==> src/rtl/e203_wfi_ctrl_pkg.sv <==
// Shared definitions for the WFI sleep sequencer: state encodings and default sizing.
package e203_wfi_ctrl_pkg;

    typedef enum logic [1:0] {
        WFI_IDLE  = 2'd0,
        WFI_DRAIN = 2'd1,
        WFI_SLEEP = 2'd2,
        WFI_WAKE  = 2'd3
    } wfi_state_e;

    localparam int DEF_CNT_W    = 16;
    localparam int DEF_WAKE_LAT = 2;
    // Wide enough for the largest legal WAKE_LAT (7).
    localparam int WAKE_W       = 3;

endpackage

==> src/rtl/e203_wfi_ctrl_if.sv <==
// Signal bundle between the commit/EXU/CSR side and the WFI sequencer.
interface e203_wfi_ctrl_if
    import e203_wfi_ctrl_pkg::*;
#(
    parameter int CNT_W = DEF_CNT_W
) ();
    logic             wfi_req;
    logic             wfi_ack;
    logic             halt_req;
    logic             pipe_idle;
    logic             irq_pending;
    logic             dbg_req;
    logic             sleep_value;
    logic [CNT_W-1:0] idle_thresh;
    logic             core_wfi;
    logic             deep_sleep_req;
    logic             wfi_wake;
    logic [CNT_W-1:0] sleep_cnt;

    modport slave (
        input  wfi_req, pipe_idle, irq_pending, dbg_req, sleep_value, idle_thresh,
        output wfi_ack, halt_req, core_wfi, deep_sleep_req, wfi_wake, sleep_cnt
    );

    modport master (
        output wfi_req, pipe_idle, irq_pending, dbg_req, sleep_value, idle_thresh,
        input  wfi_ack, halt_req, core_wfi, deep_sleep_req, wfi_wake, sleep_cnt
    );
endinterface

==> src/rtl/e203_wfi_sat_cnt.sv <==
// Saturating up-counter with synchronous clear and enable; exposes its next value
// so callers can compare against the count that will be visible next cycle.
module e203_wfi_sat_cnt #(
    parameter int WIDTH = 16
) (
    input  logic             clk,
    input  logic             rst_n,
    input  logic             i_clr,
    input  logic             i_en,
    output logic [WIDTH-1:0] o_cnt,
    output logic [WIDTH-1:0] o_cnt_nxt
);
    logic [WIDTH-1:0] r_cnt;
    logic [WIDTH-1:0] w_nxt;

    always_comb begin
        w_nxt = r_cnt;
        if (i_clr) begin
            w_nxt = '0;
        end else if (i_en && (r_cnt != '1)) begin
            w_nxt = r_cnt + WIDTH'(1);
        end
    end

    always_ff @(posedge clk) begin
        if (!rst_n) begin
            r_cnt <= '0;
        end else begin
            r_cnt <= w_nxt;
        end
    end

    assign o_cnt     = r_cnt;
    assign o_cnt_nxt = w_nxt;
endmodule

==> src/rtl/e203_wfi_ctrl.sv <==
// WFI sleep sequencer on the always-on clock: drains the pipe, gates the IFU clock via
// core_wfi, times the sleep and requests deep sleep from the PMU past a threshold.
module e203_wfi_ctrl
    import e203_wfi_ctrl_pkg::*;
#(
    parameter int CNT_W    = DEF_CNT_W,
    parameter int WAKE_LAT = DEF_WAKE_LAT
) (
    input logic             clk,
    input logic             rst_n,
    e203_wfi_ctrl_if.slave  bus
);
    wfi_state_e        r_state;
    wfi_state_e        w_state_nxt;
    logic [WAKE_W-1:0] r_wait;
    logic [WAKE_W-1:0] w_wait_nxt;
    logic              r_ack;
    logic              r_wake;
    logic              r_deep;
    logic              r_sv;
    logic              w_wake_in;
    logic              w_accept;
    logic              w_drain_entry;
    logic              w_wake_done;
    logic              w_deep_nxt;
    logic [CNT_W-1:0]  w_cnt;
    logic [CNT_W-1:0]  w_cnt_nxt;

    assign w_wake_in     = bus.irq_pending | bus.dbg_req;
    assign w_drain_entry = w_accept & ~w_wake_in;

    always_comb begin
        w_state_nxt = r_state;
        w_accept    = 1'b0;
        w_wake_done = 1'b0;
        case (r_state)
            WFI_IDLE: begin
                if (bus.wfi_req) begin
                    w_accept    = 1'b1;
                    w_state_nxt = w_wake_in ? WFI_WAKE : WFI_DRAIN;
                end
            end
            WFI_DRAIN: begin
                if (w_wake_in) begin
                    w_state_nxt = WFI_WAKE;
                end else if (bus.pipe_idle) begin
                    w_state_nxt = WFI_SLEEP;
                end
            end
            WFI_SLEEP: begin
                if (w_wake_in) begin
                    w_state_nxt = WFI_WAKE;
                end
            end
            WFI_WAKE: begin
                if (r_wait == '0) begin
                    w_wake_done = 1'b1;
                    w_state_nxt = WFI_IDLE;
                end
            end
            default: w_state_nxt = WFI_IDLE;
        endcase
    end

    always_comb begin
        w_wait_nxt = r_wait;
        if ((r_state != WFI_WAKE) && (w_state_nxt == WFI_WAKE)) begin
            w_wait_nxt = WAKE_W'(WAKE_LAT);
        end else if (r_wait != '0) begin
            w_wait_nxt = r_wait - WAKE_W'(1);
        end
    end

    // Deep-sleep is registered off the counter's next value so it rises with sleep_cnt
    // reaching the threshold and falls on the same edge that leaves SLEEP.
    assign w_deep_nxt = (w_state_nxt == WFI_SLEEP) && r_sv &&
                        (bus.idle_thresh != '0) && (w_cnt_nxt >= bus.idle_thresh);

    always_ff @(posedge clk) begin
        if (!rst_n) begin
            r_state <= WFI_IDLE;
            r_wait  <= '0;
            r_ack   <= 1'b0;
            r_wake  <= 1'b0;
            r_deep  <= 1'b0;
            r_sv    <= 1'b0;
        end else begin
            r_state <= w_state_nxt;
            r_wait  <= w_wait_nxt;
            r_ack   <= w_accept;
            r_wake  <= w_wake_done;
            r_deep  <= w_deep_nxt;
            if (w_drain_entry) begin
                r_sv <= bus.sleep_value;
            end
        end
    end

    e203_wfi_sat_cnt #(
        .WIDTH (CNT_W)
    ) u_sleep_cnt (
        .clk       (clk),
        .rst_n     (rst_n),
        .i_clr     (w_drain_entry),
        .i_en      (r_state == WFI_SLEEP),
        .o_cnt     (w_cnt),
        .o_cnt_nxt (w_cnt_nxt)
    );

    assign bus.wfi_ack        = r_ack;
    assign bus.wfi_wake       = r_wake;
    assign bus.halt_req       = (r_state != WFI_IDLE);
    assign bus.core_wfi       = (r_state == WFI_SLEEP);
    assign bus.deep_sleep_req = r_deep;
    assign bus.sleep_cnt      = w_cnt;
endmodule

==> src/flat_wrapper.sv <==
// flat-port wrapper written by rule: the top's interface ports become plain ports
module e203_wfi_ctrl_flat import e203_wfi_ctrl_pkg::*;
#(
    parameter int CNT_W    = DEF_CNT_W,
    parameter int WAKE_LAT = DEF_WAKE_LAT
)
  (clk, rst_n, bus_wfi_req, bus_pipe_idle, bus_irq_pending, bus_dbg_req, bus_sleep_value, bus_idle_thresh, bus_wfi_ack, bus_halt_req, bus_core_wfi, bus_deep_sleep_req, bus_wfi_wake, bus_sleep_cnt);
  e203_wfi_ctrl_if #(.CNT_W(CNT_W)) bus_i ();
  input logic clk;
  input logic rst_n;
  input wire logic [$bits(bus_i.wfi_req)-1:0] bus_wfi_req;
  input wire logic [$bits(bus_i.pipe_idle)-1:0] bus_pipe_idle;
  input wire logic [$bits(bus_i.irq_pending)-1:0] bus_irq_pending;
  input wire logic [$bits(bus_i.dbg_req)-1:0] bus_dbg_req;
  input wire logic [$bits(bus_i.sleep_value)-1:0] bus_sleep_value;
  input wire logic [$bits(bus_i.idle_thresh)-1:0] bus_idle_thresh;
  output wire logic [$bits(bus_i.wfi_ack)-1:0] bus_wfi_ack;
  output wire logic [$bits(bus_i.halt_req)-1:0] bus_halt_req;
  output wire logic [$bits(bus_i.core_wfi)-1:0] bus_core_wfi;
  output wire logic [$bits(bus_i.deep_sleep_req)-1:0] bus_deep_sleep_req;
  output wire logic [$bits(bus_i.wfi_wake)-1:0] bus_wfi_wake;
  output wire logic [$bits(bus_i.sleep_cnt)-1:0] bus_sleep_cnt;
  assign bus_i.wfi_req = bus_wfi_req;
  assign bus_i.pipe_idle = bus_pipe_idle;
  assign bus_i.irq_pending = bus_irq_pending;
  assign bus_i.dbg_req = bus_dbg_req;
  assign bus_i.sleep_value = bus_sleep_value;
  assign bus_i.idle_thresh = bus_idle_thresh;
  assign bus_wfi_ack = bus_i.wfi_ack;
  assign bus_halt_req = bus_i.halt_req;
  assign bus_core_wfi = bus_i.core_wfi;
  assign bus_deep_sleep_req = bus_i.deep_sleep_req;
  assign bus_wfi_wake = bus_i.wfi_wake;
  assign bus_sleep_cnt = bus_i.sleep_cnt;
  e203_wfi_ctrl #(.CNT_W(CNT_W), .WAKE_LAT(WAKE_LAT)) u_core (.clk(clk), .rst_n(rst_n), .bus(bus_i));
endmodule
==> config.mk <==
export PLATFORM = sky130hd
export DESIGN_NAME = e203_wfi_ctrl_flat
export DESIGN_NICKNAME = d
export VERILOG_FILES = /design/src/rtl/e203_wfi_ctrl_pkg.sv /design/src/rtl/e203_wfi_ctrl_if.sv /design/src/rtl/e203_wfi_sat_cnt.sv /design/src/rtl/e203_wfi_ctrl.sv /design/src/flat_wrapper.sv
export SDC_FILE = /design/constraint.sdc
export NUM_CORES = 1
export LEC_CHECK = 0
export ABC_AREA = 1
export CAP_MARGIN = 5
export CORE_UTILIZATION = 51
export CTS_CLUSTER_DIAMETER = 30
export CTS_CLUSTER_SIZE = 12
export DETAILED_ROUTE_END_ITERATION = 16
export PLACE_DENSITY = 0.79
export SKIP_CTS_REPAIR_TIMING = 1
export SLEW_MARGIN = 20
export SYNTH_ARGS = -nofsm -noshare
export SYNTH_HDL_FRONTEND = slang
export SYNTH_SLANG_ARGS = --single-unit
==> constraint.sdc <==
create_clock -name clk -period 2.93 [get_ports clk]
set_input_delay 0.586 -clock clk [delete_from_list [all_inputs] [get_ports clk]]
set_output_delay 0.586 -clock clk [all_outputs]
set_load 0.02 [all_outputs]
# Word level (Yosys, flattened, before mapping)
# Index checks and enable logic that the tools add are counted.
dict set report word_totals {
  in_bits 23
  elab_cells 49
  out_inout_bits 21
  register_bits 25
}
dict set report op_classes {
  bitwise 4
  n_mux 14
  add_sub_neg 2
  order_cmp 1
  n_eq_ne 7
  n_reduce_logical 13
}
# cell n
set op_table {}
lappend op_table {{2-to-1 mux 16 bit} 2}
lappend op_table {{adder 16 x 1 -> 16 bit (second input constant)} 1}
lappend op_table {{>= comparator 16 bit} 1}
lappend op_table {{2-to-1 mux 2 bit} 8}
lappend op_table {{inequality test 16 bit (second input constant)} 1}
lappend op_table {{nonzero test 16 bit} 1}
lappend op_table {{== test 2 bit (second input constant)} 4}
lappend op_table {{case mux 2 bit (4 select lines)} 1}
lappend op_table {{logical AND 1 bit} 5}
lappend op_table {{nonzero test 2 bit} 2}
lappend op_table {{logical NOT 3 bit} 1}
lappend op_table {{2-to-1 mux 1 bit} 3}
lappend op_table {{nonzero test 3 bit} 1}
lappend op_table {{subtractor 3 x 1 -> 3 bit (second input constant)} 1}
lappend op_table {{== test 2 x 1 -> 1 bit (second input constant)} 1}
lappend op_table {{logical NOT 2 bit} 1}
lappend op_table {{inequality test 2 bit (second input constant)} 1}
lappend op_table {{NOT 1 bit} 2}
lappend op_table {{AND reduction 2 bit} 1}
lappend op_table {{OR reduction 2 bit} 1}
lappend op_table {{AND 1 bit} 1}
lappend op_table {{bitwise OR 1 bit} 1}

# Longest topological paths before layout
# Gate-level depths: netlist of run 1.
dict set report logic_depth {
  ltp_word 8
  depth_mapped 20
  depth_no_buf 20
}

# Modules after synthesis
# Synthesis of run 1 repeated with hierarchy kept, for this count alone.
dict set report unflattened {
  hier_cells 340
  area_unflattened_um2 2019.4
}
# module area_per_inst_um2 seq_area_each_um2 n_inst cells_per_inst
set by_module_without_submodules {}
lappend by_module_without_submodules {e203_wfi_sat_cnt 1123.6 320.3 1 197}
lappend by_module_without_submodules {e203_wfi_ctrl 895.9 180.2 1 143}

# Least setup slack after synthesis of run 1
# Ideal clock, no wire load.
dict set report synth_timing {
  path_kind {register -> register}
  from {register u_core.u_sleep_cnt.r_cnt[0], in the netlist u_core.u_sleep_cnt.o_cnt[0]}
  to {register u_core.r_deep, in the netlist u_core.bus.deep_sleep_req}
  t_required_ns 2.821
  path_slack_ns 0.548
  synth_period_minus_slack_ns 2.382
  t_arrival_ns 2.273
  path_stages_with_launch 18
  setup_time_ns 0.109
  path_buffers 1
  cell_sequence {dfxtp_1 ha_1 nand3_4 nor2_4 nand2_4 nand2_4 buf_8 nand2_1 nand2_1 nand2_1 inv_1 ha_1 a21oi_1 o21ai_0 a21oi_1 nand3_1 nand2_1 inv_1}
}
dict set report synth_via {
  elab_chain_cells 6
  elab_cells_between_ends 7
  classes_between {add/sub (1); order compare (1); eq/ne (1); mux (2); reduce/logical (2)}
}
# element line_no
set synth_lines {}
lappend synth_lines {{start: declaration} e203_wfi_sat_cnt.sv:13} ;# logic [WIDTH-1:0] r_cnt;
lappend synth_lines {{start signal: assignment} e203_wfi_sat_cnt.sv:29} ;# r_cnt <= w_nxt;
lappend synth_lines {{parallel branches: the longest is 2 deep, another holds adder 16 x 1 -> 16 bit} --}
lappend synth_lines {{2-to-1 mux 16 bit *} e203_wfi_sat_cnt.sv:20} ;# end else if (i_en && (r_cnt != '1)) begin
lappend synth_lines {{2-to-1 mux 16 bit *} e203_wfi_sat_cnt.sv:18} ;# if (i_clr) begin
lappend synth_lines {{net u_core.u_sleep_cnt.o_cnt_nxt[11]} e203_wfi_sat_cnt.sv:11} ;# output logic [WIDTH-1:0] o_cnt_nxt
lappend synth_lines {{>= comparator 16 bit *} e203_wfi_ctrl.sv:77} ;# (bus.idle_thresh != '0) && (w_cnt_nxt >= bus.idle_thresh);
lappend synth_lines {{logical AND 1 bit *} e203_wfi_ctrl.sv:77}
lappend synth_lines {{end signal: assignment} e203_wfi_ctrl.sv:92} ;# r_deep <= w_deep_nxt;
lappend synth_lines {{end: declaration} e203_wfi_ctrl.sv:19} ;# logic r_deep;
# Mark *: on every way through the listed nets, which the timed path passes.
# A chain may end at the register's enable or synchronous reset.

# Worst setup path in the final report of run 1
# Same ends and word-level chain as after synthesis.

==> results of run 1 <==
## flip-flops by register name, summed over array words and instances (netlist names)
register,cells
u_core.u_sleep_cnt.o_cnt,16
u_core.bus.deep_sleep_req,1
u_core.bus.wfi_ack,1
u_core.r_sv,1
u_core.r_state,2
u_core.bus.wfi_wake,1
u_core.r_wait,3
## final cells by class
cell class                 instances  share of cell area
inverter                          52              0.0782
clock inverter                     1             0.00301
clock buffer                       3              0.0165
sequential                        25               0.201
multi-input combinational        239               0.505
timing repair buffer              43               0.173
tap                               48              0.0241
## worst max-delay path by stage
stage,start,endpoint,slack [ns]
floorplan,u_core.u_sleep_cnt.o_cnt[0],u_core.bus.deep_sleep_req,0.55
global placement,bus_dbg_req,u_core.bus.deep_sleep_req,0.13
detailed placement,bus_dbg_req,u_core.bus.deep_sleep_req,0.06
CTS,u_core.u_sleep_cnt.o_cnt[0],u_core.bus.deep_sleep_req,0.32
global route,u_core.u_sleep_cnt.o_cnt[0],u_core.bus.deep_sleep_req,0.02
finish,u_core.u_sleep_cnt.o_cnt[0],u_core.bus.deep_sleep_req,0.30
## worst max-delay path: cells and delay by family (launching register included)
kind                     cells  cell delay [ns]
buffers and inverters        2             0.09
adder cells (fa/ha/maj)      2             0.58
flip-flops                   1             0.48
AND/OR/NAND/NOR             10             1.41
## cells by family (layout without fill, tap and decap cells)
family	after synthesis	count (layout)	share of synthesized area
XOR/XNOR	8	8	0.0350
buffers and inverters	57	99	0.120
flip-flops	25	25	0.250
adder cells (fa/ha/maj)	18	18	0.113
AND/OR/NAND/NOR	189	189	0.416
AO/OA/AOI/OAI	24	24	0.0663
## power groups by stage
stage	Clock (mW)	Sequential (mW)	Combinational [mW]
detailed placement	0	0.414	0.344
finish	0.210	0.407	0.345
floorplan	0	0.418	0.242
CTS	0.214	0.406	0.346
global route	0.227	0.412	0.407
global placement	0	0.413	0.337
## Yosys cell counts (all sizes together)
| cell | number | area (µm²) |
|---|---|---|
| nor2 | 53 | 229 |
| o21ai | 9 | 45.0 |
| xnor2 | 4 | 35.0 |
| xor2 | 4 | 35.0 |
| nor3 | 5 | 25.0 |
| a21oi | 11 | 55.1 |
| nand3 | 19 | 108 |
| buf | 3 | 37.5 |
| a31oi | 1 | 6.26 |
| a21boi | 1 | 11.3 |
| o21bai | 1 | 7.51 |
| nand4 | 13 | 81.3 |
| inv | 52 | 195 |
| o21a | 1 | 7.51 |
| dfxtp | 25 | 500 |
| and2 | 1 | 6.26 |
| nand2 | 98 | 383 |
| clkbuf | 2 | 7.51 |
| ha | 18 | 225 |
## layer usage
layer,share of wire,vias to the layer above,wire (µm),track usage
met5,0,-,0,0
met4,0.0056,0,26,0.0472
met3,0.039,2,182,0.0158
met2,0.46,58,2120,0.378
met1,0.50,878,2320,0.347
li1,-,1091,-,-
## through the flow
step | setup WS, ns | cells | cell area, µm² | hold WS (ns)
finish | 0.303 | 411 | 2490 | 0.520
global route | 0.0176 | 411 | 2490 | 0.593
CTS | 0.325 | 411 | 2490 | 0.526
detailed placement | 0.0593 | 407 | 2450 | 0.503
global placement | 0.130 | 407 | 2450 | 0.485
floorplan | 0.548 | 321 | 2000 | 0.474
==> reports/metrics.yaml, run 1 <==
status: "completed"
r2r-end: "u_core.bus.deep_sleep_req"
arrival_ns: 2.85
yosysWarnings: 0
root_buffer: "clkbuf_8"
comb_power_share: 0.359
wl_mm: 4.64
grt_pass1_vias: 1775
switching_share: 0.360
max_stage_delay_ns: 0.48
p_total_mw: 0.962
criticalPathCategory: "reg2reg"
area_growth_pct: 24.7
tritoncts: "built"
worstPathRequired_ns: 3.15
fillers: 339
max-slew-margin-rel: 0.567
syn_area_um2: 2000
power.share.clock: 0.218
ys_ff_latch: 25
fp.dieH_um: 64.6
min_to: "u_core.r_wait[2]"
synth_nets: 362
grt_overflow: 0
die_area_um2: 4180
tightest_slew_ns: 0.649
clkSinkCount: 25
start_util: 0.538
track_usage: 0.236
cpMaxStageDelayCell: "dfxtp_1"
antenna_found_initial: 0
dp_hpwl_mm: 3.79
switchingPower_mw: 0.347
rrSetupSlack_ns: 0.30
grt_max_degree: 21
leakage_nw: 1.26
drc: 0
p_int_mw: 0.616
hold_violations: 0
insertion_delay_ns: 0.27
final_util: 0.671
fin_crit_sh: 0.897
cp-start-kind: "flip-flop"
via_per_inst: 4.94
vdd_drop_max_mv: 0.211
cts_buffer_depth: 2
finalSetupViolCount: 0
slew_viol_final: 0
grt_pass1_wl_mm: 7.82
vias: 2029
drt_iter0_drc: 77
place.port_buffers: 43
avgSynthCellArea_um2: 6.23
ys_seq_area_frac: 0.250
num_rows: 22
reg2reg_depth: 14
cellPowerDensity_nw_per_um2: 386
r2r-start: "u_core.u_sleep_cnt.o_cnt[0]"
multi_input_area_um2: 1260
hold_path_depth: 2
ys_types: 25
drive_above_1_share: 0.0413
hp-class: "reg2reg"
critPathMostFrequentCell: "nand3_1"
hp-start: "u_core.r_wait[2]"
io_pins: 44
gp_congestion: 0.880
clk_pin_slew_worst_paths_ns: 0.09
setup_tns_ns: 0
nets: 405
final_cell_mix: "nand2_1, inv_1, nor2_1"
numCtsBuffers: 3
cp_max_fo: 7
endpoint_kind: "flip-flop"
final_common_cell: "nand2_1"
first_pass_iters: 4
fin_skew_ns: 0.00343
ant_nets: 0
period_needed_ns: 2.63
crit_chain: "ha_1, nand3_4, nor2_1, and2_1, nand4_1, nand3_1, inv_1, ha_1, nand4_1, nor3_1, nand3_1, nand3_1, nand2_1, inv_1"
syn_inst: 321
cts_max_level: 1
rsz0062_at_grt: "false"
routedWlPerCell_um: 11.3
die_w_um: 64.6
seq_area_um2: 500
max-cap-violations: 0
fmax_mhz: 381
n_antenna_cell: 0
pwr-share-seq: 0.423
core_um2: 3720
(Power assumes the default switching activity.)
==> inputs of run 2 (changes only) <==
Settings changed: SLEW_MARGIN 20 to 40.
==> results of run 2 <==
The final DEF is identical to that of run 1; final timing and power are the same.
